===== src/rtl/fb_scanout.sv =====
// rtl/fb_scanout.sv - VGA scanout of a double-buffered 4-bit framebuffer with buffer-swap handshake
// Optional FB_PALETTE_EN: map pixels through a 16-entry 12-bit palette instead of 4-bit gray.
module fb_scanout #(
  parameter int H_ACTIVE = 640,
  parameter int H_FP     = 16,
  parameter int H_SYNC   = 96,
  parameter int H_BP     = 48,
  parameter int V_ACTIVE = 480,
  parameter int V_FP     = 10,
  parameter int V_SYNC   = 2,
  parameter int V_BP     = 33,
  parameter int CLK_DIV  = 2
) (
  input  logic        clk,
  input  logic        reset,
  output logic [9:0]  fb_rd_x,
  output logic [8:0]  fb_rd_y,
  output logic        fb_rd_buf,
  input  logic [3:0]  fb_rd_data,
  input  logic        swap_req,
  output logic        swap_ack,
  input  logic        pal_we,
  input  logic [3:0]  pal_idx,
  input  logic [11:0] pal_rgb,
  output logic [3:0]  vga_r,
  output logic [3:0]  vga_g,
  output logic [3:0]  vga_b,
  output logic        vga_hs,
  output logic        vga_vs,
  output logic        vga_blank_n,
  output logic        vblank
);

  localparam int H_TOTAL = H_ACTIVE + H_FP + H_SYNC + H_BP;
  localparam int V_TOTAL = V_ACTIVE + V_FP + V_SYNC + V_BP;
  localparam int DW      = $clog2(CLK_DIV);

  localparam logic [DW-1:0] DIV_LAST = DW'(CLK_DIV - 1);
  localparam logic [9:0] H_LAST = 10'(H_TOTAL - 1);
  localparam logic [9:0] H_ACT  = 10'(H_ACTIVE);
  localparam logic [9:0] HS_BEG = 10'(H_ACTIVE + H_FP);
  localparam logic [9:0] HS_END = 10'(H_ACTIVE + H_FP + H_SYNC);
  localparam logic [9:0] V_LAST = 10'(V_TOTAL - 1);
  localparam logic [9:0] V_ACT  = 10'(V_ACTIVE);
  localparam logic [9:0] VS_BEG = 10'(V_ACTIVE + V_FP);
  localparam logic [9:0] VS_END = 10'(V_ACTIVE + V_FP + V_SYNC);

  typedef enum logic [1:0] {S_IDLE, S_PEND, S_FLIP} swap_state_t;

  logic [DW-1:0] div;
  logic [9:0]    hc, vc;
  logic          tick, active, hs_raw, vs_raw, vb_start;
  logic          s0_act, s0_hs, s0_vs;
  logic          s1_act, s1_hs, s1_vs;
  logic [3:0]    s1_pix;
  logic [11:0]   color;
  logic          fb_sel;
  swap_state_t   state, state_nxt;

  assign tick     = (div == DIV_LAST);
  assign active   = (hc < H_ACT) && (vc < V_ACT);
  assign hs_raw   = !((hc >= HS_BEG) && (hc < HS_END));
  assign vs_raw   = !((vc >= VS_BEG) && (vc < VS_END));
  assign vb_start = tick && (hc == 10'd0) && (vc == V_ACT);
  assign vblank   = (vc >= V_ACT);
  assign fb_rd_buf = fb_sel;

  always_ff @(posedge clk or negedge reset) begin
    if (!reset) begin
      div <= '0;
      hc  <= '0;
      vc  <= '0;
    end else begin
      div <= tick ? '0 : div + 1'b1;
      if (tick) begin
        if (hc == H_LAST) begin
          hc <= '0;
          vc <= (vc == V_LAST) ? 10'd0 : vc + 1'b1;
        end else begin
          hc <= hc + 1'b1;
        end
      end
    end
  end

  // Three-stage pixel pipeline: address, RAM data capture, output register.
  always_ff @(posedge clk or negedge reset) begin
    if (!reset) begin
      fb_rd_x     <= '0;
      fb_rd_y     <= '0;
      s0_act      <= 1'b0;
      s0_hs       <= 1'b1;
      s0_vs       <= 1'b1;
      s1_act      <= 1'b0;
      s1_hs       <= 1'b1;
      s1_vs       <= 1'b1;
      s1_pix      <= '0;
      vga_r       <= '0;
      vga_g       <= '0;
      vga_b       <= '0;
      vga_hs      <= 1'b1;
      vga_vs      <= 1'b1;
      vga_blank_n <= 1'b0;
    end else if (tick) begin
      if (active) begin
        fb_rd_x <= hc;
        fb_rd_y <= vc[8:0];
      end
      s0_act      <= active;
      s0_hs       <= hs_raw;
      s0_vs       <= vs_raw;
      s1_act      <= s0_act;
      s1_hs       <= s0_hs;
      s1_vs       <= s0_vs;
      s1_pix      <= fb_rd_data;
      vga_r       <= s1_act ? color[11:8] : 4'd0;
      vga_g       <= s1_act ? color[7:4]  : 4'd0;
      vga_b       <= s1_act ? color[3:0]  : 4'd0;
      vga_hs      <= s1_hs;
      vga_vs      <= s1_vs;
      vga_blank_n <= s1_act;
    end
  end

`ifdef FB_PALETTE_EN
  // Entries are stored XORed with the gray ramp so zeroed flops read back as {i,i,i};
  // no reset term, so written colors survive reset.
  logic [11:0] pal_q [16];

  always_ff @(posedge clk) begin
    if (pal_we) pal_q[pal_idx] <= pal_rgb ^ {pal_idx, pal_idx, pal_idx};
  end

  assign color = pal_q[s1_pix] ^ {s1_pix, s1_pix, s1_pix};
`else
  logic unused_pal;
  assign unused_pal = ^{pal_we, pal_idx, pal_rgb};
  assign color      = {s1_pix, s1_pix, s1_pix};
`endif

  always_ff @(posedge clk or negedge reset) begin
    if (!reset) begin
      state  <= S_IDLE;
      fb_sel <= 1'b0;
    end else begin
      state  <= state_nxt;
      fb_sel <= fb_sel ^ (state == S_FLIP);
    end
  end

  // A request arriving on the vblank-start tick itself flips straight away.
  always_comb begin
    state_nxt = state;
    swap_ack  = 1'b0;
    case (state)
      S_IDLE: if (swap_req) state_nxt = vb_start ? S_FLIP : S_PEND;
      S_PEND: begin
        if (!swap_req)     state_nxt = S_IDLE;
        else if (vb_start) state_nxt = S_FLIP;
      end
      S_FLIP: begin
        swap_ack  = 1'b1;
        state_nxt = S_IDLE;
      end
      default: state_nxt = S_IDLE;
    endcase
  end

endmodule


===== config.mk =====
export PLATFORM = sky130hd
export DESIGN_NAME = fb_scanout
export DESIGN_NICKNAME = d
export VERILOG_FILES = /design/src/rtl/fb_scanout.sv
export SDC_FILE = /design/constraint.sdc
export NUM_CORES = 1
export LEC_CHECK = 0
export ABC_CLOCK_PERIOD_IN_PS = 1700
export CAP_MARGIN = 20
export CORE_MARGIN = 2
export CORE_UTILIZATION = 45
export DETAILED_ROUTE_END_ITERATION = 8
export PLACE_DENSITY = 0.76
export SYNTH_ARGS = -nofsm -noshare
export SYNTH_HDL_FRONTEND = slang
export SYNTH_SLANG_ARGS = --single-unit

===== constraint.sdc =====
create_clock -name clk -period 1.7 [get_ports clk]
set_input_delay 0.255 -clock clk [delete_from_list [all_inputs] [get_ports clk]]
set_output_delay 0.255 -clock clk [all_outputs]
set_load 0.005 [all_outputs]

* Yosys cells after proc, flatten, opt, wreduce, memory -nomap -nowiden
Cells that the tools add are included.
W data, S select, Z words.
** Word-level totals
- Register bits after elaboration :: 60
- Latch bits :: 0
- Bits in writable memories :: 0
- ROM bits :: 0
- Memories kept :: 0
** Cells by class
- Add/sub/neg operators :: 3
- Multiply operators :: 0
- Div/mod/pow operators :: 0
- $lt $le $gt $ge :: 7
- Equal/unequal tests :: 7
- Shifts and indexed selects :: 0
- Mux-type cells :: 10
- Bitwise logic cells :: 1
- Reductions and logical operators :: 12
** Operators by type and width (count)
- $add A10 B1 Y10 const B :: 2
- $eq A10 B10 Y1 const B :: 2
- $ge A10 B9 Y1 const B :: 2
- $lt A10 B10 Y1 const B :: 2
- $lt A10 B9 Y1 const B :: 2
- $mux W10 :: 2
- $eq A10 B9 Y1 const B :: 1
- $ge A10 B10 Y1 const B :: 1
- $logic_not A10 Y1 :: 1
- $mux W2 :: 4
- $reduce_and A2 Y1 :: 3
- $logic_and A1 B1 Y1 :: 5
- $mux W4 :: 1
- $pmux W2 S2 :: 1
- $ne A3 B3 Y1 const B :: 1
- $eq A2 B1 Y1 const B :: 1
- $eq A2 B2 Y1 const B :: 1
- $logic_not A1 Y1 :: 2
- $logic_not A2 Y1 :: 1
- $mux W1 :: 2
- $ne A2 B2 Y1 const B :: 1
- $add A1 B1 Y1 const B :: 1
- $xor A1 B1 Y1 :: 1

* Depth between registers and ports, before layout
Gate-level depths: netlist of the first run.
- Depth after elaboration :: 6
- Depth in mapped cells :: 7
- Mapped depth without buffers :: 6

* Least setup slack after synthesis of the first run
OpenSTA, ideal clock, no wires.
- Path kind :: reg2reg
- From :: reg vc[0]
- To :: reg vc[2]
- Setup time :: 126 ps
- Data arrival time :: 1486 ps
- Required time :: 1574 ps
- Setup slack :: 89 ps
- Stages on the path, launching flop included :: 7
- Buffers on the path :: 0
- Cell sequence :: dfrtp_1 > inv_1 > ha_1 > nand4_1 > or4_1 > nor2_1 > nor2_1
** Between the ends
- Longest elaborated chain between the ends :: 2
- Elaborated cells on any way between the ends :: 3
- Those cells by class :: add/sub: 1; eq/ne: 1; mux: 1
** Ends and longest elaborated chain
- from (decl) :: RTL line 51 : logic [9:0] hc, vc;
- from (signal assigned) :: RTL line 78 : vc <= (vc == V_LAST) ? 10'd0 : vc + 1'b1;
- $add A10 B1 Y10 or $eq A10 B10 Y1 (tied branches) :: RTL line 78
- $mux W10 * :: RTL line 78
Every way passes the cells marked *; elsewhere a longest branch is shown, timed or not.
A chain may end at the register's enable or synchronous reset.

* Final worst setup path of the first run
- From :: reg vc[5]
- To :: reg vc[0]
** Between the ends
- Longest elaborated chain between the ends :: 2
** Ends and longest elaborated chain (RTL line)
- $eq A10 B10 Y1 :: 78
- $mux W10 :: 78
No other way between the ends.

==> impl_metrics.yaml, run 1 <==
synth:
  synth_nets: 253
  synth_top_area_share_pct: 51.1
  synth_top_area_cell: "dfrtp_1"
  synth_edf_count: 0
  ys.flop_type: "dfrtp_1"
  syn_area_per_cell_um2: 11.8
  netlist_area_um2: 2650
  synth-seq-cells: 60
  ys_seq_area_share_pct: 57.0
  synth_warnings: 0
  synthArstFlopShare_pct: 100
  synth_cell_types: 36
  synth_area_leaders: "dfrtp_1 (51%), mux2_2 (10%), dfstp_2 (6.0%), o21ai_0 (3.2%), buf_4 (2.8%)"
  synthCells: 224
critical_path:
  cp_num_cells: 5
  r2r_slack_ns: 0.02
  crit_type: "register to register"
  reg2regPathDepth: 5
  required_ns: 1.92
  cpPeakStageDelay_ns: 0.52
  critPathCaptureType: "register"
  cp-start-kind: "register"
  path_buf_inv: 1
  critPathTopFamily: "simple AND/OR/NAND/NOR gates"
  crit_fanout: 4
  arrival_ns: 1.91
  crit_start: "vc[5]"
  rr_startpoint: "vc[5]"
  crit_chain: "or3_1, or4_4, buf_6, nand3_2, o21ai_2"
  cp_slowest_cell: "or4_4"
floorplanning:
  die_w_um: 80.7
  num_rows: 27
  initial_core_util_pct: 47.2
  ios: 61
  die-area_um2: 6510
  die_h_um: 80.7
  core_um2: 5610
timing:
  slew_violations: 0
  post-route-period-util_pct: 98.9
  fin_setup_tns_ns: 0
  hold_viol: 0
  max_freq_mhz: 595
  timing.slew.headroom_pct: 77.7
  setup_violations: 0
  min_period_ns: 1.68
  tightest_slew_ns: 0.329
  rsz0062_at_grt: "yes"
  hold-worst-slack_ns: 0.437
  fin_ws_ns: 0.0192
  fin_skew_ns: 0.00717
clock_tree:
  htree_levels: 3
  tritoncts: "yes"
  clkLatencyLatePin_ns: 0.33
  clock_path_buffers: 2
  cts_sinks: 60
  clk_pin_slew_worst_paths_ns: 0.06
  cts_buffers: 9
  ctsRootBufferMaster: "clkbuf_8"
routing:
  highest_layer: "met4"
  vias: 1890
  drtAntennaViolNets: 0
  drt_iter0_drc: 104
  finalWirelength_um: 5120
  m1WireLength_um: 2420
  met3_length_um: 161
  post_drt_wl_per_cell_um: 13.8
  dr_wl_met2_um: 2440
  drc: 0
  firstDrtPassIters: 4
  viasPerCell: 5.09
pwr:
  irDropWorstVdd_mv: 0.566
  leakage_nw: 1.60
  powerDensity_nw_per_um2: 770
grt:
  grt_max_degree: 61
  grt_pass1_vias: 1841
  grt_usage_pct: 17.4
  grt_pass1_wl_um: 8530
  antenna_found_initial: 0
  overflow: 0
outcome:
  status: "completed"
run:
  drv_cap: 0
min_path:
  hold_class: "primary input to async pin"
final_layout:
  final_nets: 323
  area_growth_pct: 33.8
  diodes: 0
  drive_above_1_share_pct: 30.1
place:
  pre_cts_ws_ns: -0.0488
  hpwl_um: 3590
  place.gp.congestion: 0.800
  port_buffers: 43
stage by stage:
step	power (mW)	cell area [um2]	utilization, %	instances
6_report	2.73	3540	63.1	371
5_1_grt	2.84	3540	63.1	371
4_1_cts	2.75	3490	62.2	369
3_5_place_dp	1.56	3290	58.7	352
3_3_place_gp	1.56	3290	58.7	352
2_1_floorplan	1.50	2650	-	224
path summary, 6_finish.rpt:
path / end
min in group clk: state[0]
worst min register to register: state[0]
worst max-delay path: vc[0]
worst min-delay path: fb_rd_y[8]
max in group asynchronous: s0_vs
worst max register to register: vc[0]
kinds of logic after synthesis:
group,count (synthesis),share of synthesized area (%)
AO/OA/AOI/OAI,24,4.96
XOR/XNOR,13,4.30
adder cells (fa/ha/maj),5,2.36
buffers and inverters,28,5.72
flip-flops,60,57.0
multiplexers,24,10.2
AND/OR/NAND/NOR,70,15.4
layout make-up:
class / count / area (um2)
well taps: 72 / 90.1
clock buffers: 10 / 128
inverters: 11 / 41.3
fillers: 458 / 2070
clock inverters: 6 / 55.1
flip-flops and latches: 60 / 1510
repair buffers: 76 / 691
multi-input cells: 136 / 1030
state kept, by name, indices dropped and copies added (netlist names), 2 cells and up:
signal	count
vc	10
fb_rd_x	10
fb_rd_y	9
state	2
s1_pix	4
hc	10
vga_b	4
worst min-delay path, cell delays in order:
cell and delay [ns]:
dlygate4sd3_1 0.51, buf_2 0.12, buf_12 0.27
cell usage after synthesis, types with 2 or more instances:
library cell	instances
a21oi_1	3
and3_1	4
and4_1	4
buf_4	10
clkbuf_1	5
dfrtp_1	54
dfstp_2	6
ha_1	5
inv_1	11
mux2_2	24
nand2_1	11
nand3_1	13
nand4_1	8
nor2_1	11
nor2b_1	2
nor3_1	3
o21ai_0	17
or3_1	2
or4_1	3
xnor2_1	5
xor2_1	8
timing repair:
action / 4_1_cts / 5_1_grt
resized for setup: 4 / 13
pin swaps: 1 / 4
setup buffers: 0 / 2
endpoints found under the hold margin: 54 / 0
endpoints found under the setup margin: 8 / 9
hold buffers: 1 / 0
routing by layer:
metal / global-route usage [%] / vias up
met5: 0 / -
met1: 24.2 / 922
met4: 8.14 / 0
met3: 3.37 / 10
met2: 26.2 / 37
li1: - / 921
where the power goes:
part | internal [mW] | switching, mW | total (mW)
clock | 0.663 | 0.526 | 1.19
combinational | 0.0479 | 0.0404 | 0.0882
sequential | 1.44 | 0.00787 | 1.45
total | 2.15 | 0.574 | 2.73
cells in the final DEF (no fill, tap or decap), types with 2 or more instances in the layout:
cell / n
clkbuf_8: 9
and4_1: 3
o21ai_0: 15
and3_1: 4
ha_2: 2
nand3_1: 11
nor3_1: 3
clkinv_2: 5
nand3_2: 2
inv_1: 10
dfrtp_1: 54
ha_1: 3
a21oi_1: 3
buf_4: 30
or4_1: 2
nand4_1: 8
dfstp_2: 6
xnor2_1: 5
mux2_2: 24
nor2_1: 10
nand2_1: 11
or3_1: 2
clkdlybuf4s50_1: 41
xor2_1: 8
Power figures use the tool's default switching activity.
==> inputs of run 2 (changes only) <==
CTS_CLUSTER_DIAMETER = 80   (was unset)
==> results of run 2 <==
Same layout as run 1: the final DEF is identical, and so are final timing and power.
